===== config.mk =====
export PLATFORM = sky130hd
export DESIGN_NAME = int_divider_58x34
export DESIGN_NICKNAME = d
export VERILOG_FILES = /design/src/rtl/int_divider_58x34.sv
export SDC_FILE = /design/constraint.sdc
export NUM_CORES = 1
export LEC_CHECK = 0
export BUFFER_PORTS_ARGS = -buffer_cell sky130_fd_sc_hd__buf_2
export CAP_MARGIN = 20
export CORE_ASPECT_RATIO = 1.75
export CORE_MARGIN = 2
export CORE_UTILIZATION = 55
export CTS_CLUSTER_SIZE = 8
export DETAILED_ROUTE_END_ITERATION = 12
export GPL_TIMING_DRIVEN = 0
export HOLD_SLACK_MARGIN = 0.06
export PLACE_DENSITY_LB_ADDON = 0.1
export SYNTH_ARGS = -nofsm -noshare
export SYNTH_HDL_FRONTEND = slang
export SYNTH_SLANG_ARGS = --single-unit

===== constraint.sdc =====
create_clock -name clk -period 4.35 [get_ports clk]
set_input_delay 0.2175 -clock clk [delete_from_list [all_inputs] [get_ports clk]]
set_output_delay 0.2175 -clock clk [all_outputs]
set_load 0.02 [all_outputs]

===== src/rtl/int_divider_58x34.sv =====
// Sequential radix-2 restoring divider: 58-bit dividend / 34-bit divisor -> 24-bit quotient, 34-bit remainder.
// One division in flight; valid/ready handshakes on both sides.
//
// state | meaning
// IDLE  | waiting for an operand pair (in_ready high)
// RUN   | one restoring iteration per clock, quotient bit MSB first
// DONE  | result held on outputs until out_ready
module int_divider_58x34 #(
    parameter int DIVIDEND_W = 58,
    parameter int DIVISOR_W  = 34,
    parameter int QUOT_W     = 24
) (
    input  logic                  clk,
    input  logic                  rst_n,
    input  logic                  in_valid,
    output logic                  in_ready,
    input  logic [DIVIDEND_W-1:0] dividend,
    input  logic [DIVISOR_W-1:0]  divisor,
    output logic                  out_valid,
    input  logic                  out_ready,
    output logic [QUOT_W-1:0]     quotient,
    output logic [DIVISOR_W-1:0]  remainder,
    output logic                  overflow,
    output logic                  div_by_zero
);

    localparam int CNT_W = $clog2(QUOT_W);

    generate
        if (QUOT_W != DIVIDEND_W - DIVISOR_W) begin : g_bad_width
            $error("int_divider_58x34: QUOT_W must equal DIVIDEND_W - DIVISOR_W");
        end
    endgenerate

    typedef enum logic [1:0] {
        ST_IDLE,
        ST_RUN,
        ST_DONE
    } state_t;

    state_t                 state_q, state_d;
    logic [DIVISOR_W-1:0]   divisor_q, divisor_d;
    logic [DIVISOR_W-1:0]   rem_q, rem_d;
    // Holds the unconsumed low dividend bits during RUN; quotient bits shift in from the LSB.
    logic [QUOT_W-1:0]      quot_q, quot_d;
    logic [CNT_W-1:0]       cnt_q, cnt_d;
    logic                   ovf_q, ovf_d;
    logic                   dbz_q, dbz_d;

    logic                   accept;
    logic [DIVISOR_W-1:0]   dvd_hi;
    logic [DIVISOR_W:0]     trial;
    logic [DIVISOR_W:0]     diff;
    logic                   trial_ge;

    assign in_ready  = (state_q == ST_IDLE) && rst_n;
    assign accept    = in_valid && in_ready;
    assign dvd_hi    = dividend[DIVIDEND_W-1:QUOT_W];
    assign trial     = {rem_q, quot_q[QUOT_W-1]};
    assign diff      = trial - {1'b0, divisor_q};
    assign trial_ge  = (trial >= {1'b0, divisor_q});

    assign out_valid   = (state_q == ST_DONE);
    assign quotient    = quot_q;
    assign remainder   = rem_q;
    assign overflow    = ovf_q;
    assign div_by_zero = dbz_q;

    always_comb begin
        state_d   = state_q;
        divisor_d = divisor_q;
        rem_d     = rem_q;
        quot_d    = quot_q;
        cnt_d     = cnt_q;
        ovf_d     = ovf_q;
        dbz_d     = dbz_q;

        case (state_q)
            ST_IDLE: begin
                if (accept) begin
                    divisor_d = divisor;
                    if (divisor == '0) begin
                        dbz_d   = 1'b1;
                        ovf_d   = 1'b0;
                        quot_d  = '1;
                        rem_d   = '0;
                        state_d = ST_DONE;
                    end else if (dvd_hi >= divisor) begin
                        // Quotient would need more than QUOT_W bits.
                        dbz_d   = 1'b0;
                        ovf_d   = 1'b1;
                        quot_d  = '1;
                        rem_d   = '0;
                        state_d = ST_DONE;
                    end else begin
                        dbz_d   = 1'b0;
                        ovf_d   = 1'b0;
                        rem_d   = dvd_hi;
                        quot_d  = dividend[QUOT_W-1:0];
                        cnt_d   = CNT_W'(QUOT_W - 1);
                        state_d = ST_RUN;
                    end
                end
            end

            ST_RUN: begin
                if (trial_ge) begin
                    rem_d  = diff[DIVISOR_W-1:0];
                    quot_d = {quot_q[QUOT_W-2:0], 1'b1};
                end else begin
                    rem_d  = trial[DIVISOR_W-1:0];
                    quot_d = {quot_q[QUOT_W-2:0], 1'b0};
                end
                cnt_d = cnt_q - CNT_W'(1);
                if (cnt_q == '0) begin
                    state_d = ST_DONE;
                end
            end

            ST_DONE: begin
                if (out_ready) begin
                    state_d = ST_IDLE;
                end
            end

            default: begin
                state_d = ST_IDLE;
            end
        endcase
    end

    always_ff @(posedge clk or negedge rst_n) begin
        if (!rst_n) begin
            state_q   <= ST_IDLE;
            divisor_q <= '0;
            rem_q     <= '0;
            quot_q    <= '0;
            cnt_q     <= '0;
            ovf_q     <= 1'b0;
            dbz_q     <= 1'b0;
        end else begin
            state_q   <= state_d;
            divisor_q <= divisor_d;
            rem_q     <= rem_d;
            quot_q    <= quot_d;
            cnt_q     <= cnt_d;
            ovf_q     <= ovf_d;
            dbz_q     <= dbz_d;
        end
    end

endmodule


==> impl_results.md <==
* Ant. Diodes at 0
* Worst-skew pair later-pin latency at 0.36 ns
* Number of port buffers at 157
* Hold Path Sink: divisor_q[24]$_DFFE_PN0P_
* HP Start: divisor[24]
* Reg clk slew, reported paths at 0.08 ns
* Crit path largest cell delay at 0.73 ns
* Worst-margin pin slew at 0.964 ns
* Dpl hpwl at 18800 um
* Global-route wire length before repair at 37700 um
* RR Startpoint: remainder[19]$_DFFE_PN0P_
* Netlist cell types at 67
* Slew HR at 35.2%
* DR vias/cell at 6.15
* Post-Route WL at 24200 um
* Longest Clk Path Bufs at 2
* Fin. Hold Viols at 0
* CP Data Required Time at 4.62 ns
* Worst R2R End: remainder[7]$_DFFE_PN0P_
* Crit path depth at 10
* Pleak at 4.23 nW
* RSZ-0062 raised after global routing: false
* Ports at 158
* Setup violation total in the final timing report at 0
* Max Freq at 280 MHz
* Maximum VDD drop at 0.461 mV
* Wire per inst at 20.3 um
* Via count at 7326
* Worst path cell trace: ha_1, a21oi_1, o21ai_0, a311oi_1, nor2_1, a211o_1, buf_2, nor2_1, a222oi_1, o21ai_0
* PostCTS Resize Cnt at 0
* Die area at 14100 um2
* Power Density at 970 nW/um2
* Final GP Congestion at 0.964
* CTS tree: yes
* Post-synth top flop: dfrtp_1
* Synth warnings at 0
* Count of flip-flops with a built-in enable after synthesis at 0
* Register bit total from synthesis at 101
* Area grow syn2layout at 18.9%
* Root Buffer Master: clkbuf_16
* Initial antenna violation count at 0
* Detail Route Antenna Nets at 0
* R2r worst-path depth at 10
* Starting density of the core at 55.9%
* Die Y at 155 um
* Vias in the first global route at 7256
* CP arrival at 3.85 ns
* Die Width at 90.5 um
* WS Path Type: flop to flop
* # rows at 55
* Initial DRC Count at 621
* Cts bufs inserted at 9
* TNS Setup at 0 ns
* Final Non-Filler Cells at 1191
* Total clock sinks at 101
* Critical path's slowest cell: nor2_1
* Syn Inst Count at 844
* Critical path endpoint category: flop
* Post-Syn Area per Cell at 8.53 um2
* Max Slew Vio Count at 0
* Commonest non-fill, non-tap cell in the layout: buf_2
* Total Power at 8.30 mW
* Final Skew at 0.0175 ns
* Min-Delay Path Depth at 3
* Mapped Nets at 1011
* CTS H-tree depth at 3
* FILL cells at 1222
* Nets at 1182
* CP max FO at 8
* Synth Cell Area at 7200 um2
* # DRC at 0
* CORE AREA at 12900 um2
* Most frequent cells in the layout: buf_2 (161), nand2_1 (120), dfrtp_1 (101)
* Max-cap violations at 0
* CP top delay family: compound AO/OA/AOI/OAI gates
* Startpoint Class: flop
* Shortest period the worst path allows at 3.57 ns
* Worst Path Buf+Inv at 1
* Seq/Total Area, Yosys at 35.1%
* Largest net degree at the start of global routing at 71
* Share of layout cells above drive strength 1 at 20.2%
* Total gr overflow at 0
* Hold WC Path Type: input port to flop
* Ys async rst share at 100%
* Final period utilization at 82.1%
* FF-to-FF setup slack at 0.78 ns
* Total Routing Usage GR at 34.4%
* Status: finished, final reports clean
* Placed Instances at 1174
* DR pass1 iterations at 5
* Final Util at 66.5%
==> routing by layer <==
metal | GRT usage, % | vias up | wire (um)
li1 | - | 3404 | -
met1 | 39.5 | 3526 | 9020
met2 | 61.7 | 328 | 12300
met3 | 4.99 | 68 | 1720
met4 | 17.9 | 0 | 1140
met5 | 0 | - | 0
==> worst min-delay path, delay by kind of cell <==
kind                   cells  cell delay (ns)
AO/OA/AOI/OAI              1             0.06
buffers and inverters      1             0.09
AND/OR/NAND/NOR            1             0.04
==> power breakdown <==
| part | leakage [nW] | internal, mW | switching (mW) |
|---|---|---|---|
| combinational | 2.85 | 2.18 | 3.46 |
| sequential | 1.22 | 1.43 | 0.370 |
| clock | 0.151 | 0.416 | 0.445 |
==> through the flow <==
step                      hold slack [ns]  cell area (um2)  worst slack, ns
after global routing                0.102             8560            0.681
after global placement              0.441             8200            0.282
after floorplan                   -0.0781             7200             1.57
after detailed placement            0.200             8240            0.938
after CTS                          0.0728             8560            0.927
final                              0.0708             8560            0.780
==> kinds of logic (layout without fill, tap and decap cells) <==
kind of cell,after synthesis,count (layout),synth area share (%)
AO/OA/AOI/OAI,296,296,27.0
AND/OR/NAND/NOR,221,221,14.1
buffers and inverters,120,296,7.02
flip-flops,101,101,35.1
adder cells (fa/ha/maj),71,71,12.5
XOR/XNOR,32,32,3.89
multiplexers,3,3,0.417
==> synthesized netlist by cell type (all sizes together) (3+ instances only) <==
cell type	count	area share, %
nand2	121	6.3
dfrtp	101	35
o21ai	95	6.6
inv	76	4.0
ha	70	12
a21oi	44	3.1
a21o	36	3.8
clkbuf	29	1.5
nor2	25	1.3
o22ai	25	2.2
xnor2	21	2.6
a221oi	18	2.4
a31oi	17	1.5
buf	15	1.5
nand3	15	1.0
nand4	12	1.0
nor4	11	1.2
xor2	11	1.3
nor3	9	0.63
a22oi	8	0.83
nor2b	7	0.61
a211oi	6	0.80
a221o	6	0.85
o31ai	6	0.63
a222oi	5	0.70
and3	5	0.43
o211ai	5	0.59
o21a	5	0.52
or2	4	0.35
a31o	3	0.37
mux2i	3	0.42
nand2b	3	0.26
==> timing repair <==
item / CTS / global route
hold buffers: 1 / 0
buffers inserted: 0 / 0
hold endpoints to repair: 32 / 0
==> state kept, by name, summed over array words and instances (netlist names) <==
signal       cells
divisor_q       34
remainder       34
quotient        24
cnt_q            5
state_q          2
div_by_zero      1
overflow         1
==> how the worst max path moves through the flow <==
stage	startpoint	to	slack, ns
floorplan	remainder[9]$_DFFE_PN0P_	remainder[26]$_DFFE_PN0P_	1.57
global placement	rst_n	quotient[22]$_DFFE_PN0P_	0.28
detailed placement	remainder[19]$_DFFE_PN0P_	remainder[7]$_DFFE_PN0P_	0.94
CTS	remainder[19]$_DFFE_PN0P_	remainder[7]$_DFFE_PN0P_	0.93
global route	remainder[19]$_DFFE_PN0P_	remainder[7]$_DFFE_PN0P_	0.68
finish	remainder[19]$_DFFE_PN0P_	remainder[7]$_DFFE_PN0P_	0.78
==> layout make-up <==
cell class	instances	area [um2]	area share, %
repair buffers	160	837	9.78
well taps	171	214	2.50
inverters	76	285	3.33
flip-flops and latches	101	2530	29.5
clock buffers	9	225	2.63
clock inverters	7	86.3	1.01
plain buffers	44	220	2.57
multi-input cells	623	4160	48.6
(Power assumes the default switching activity.)
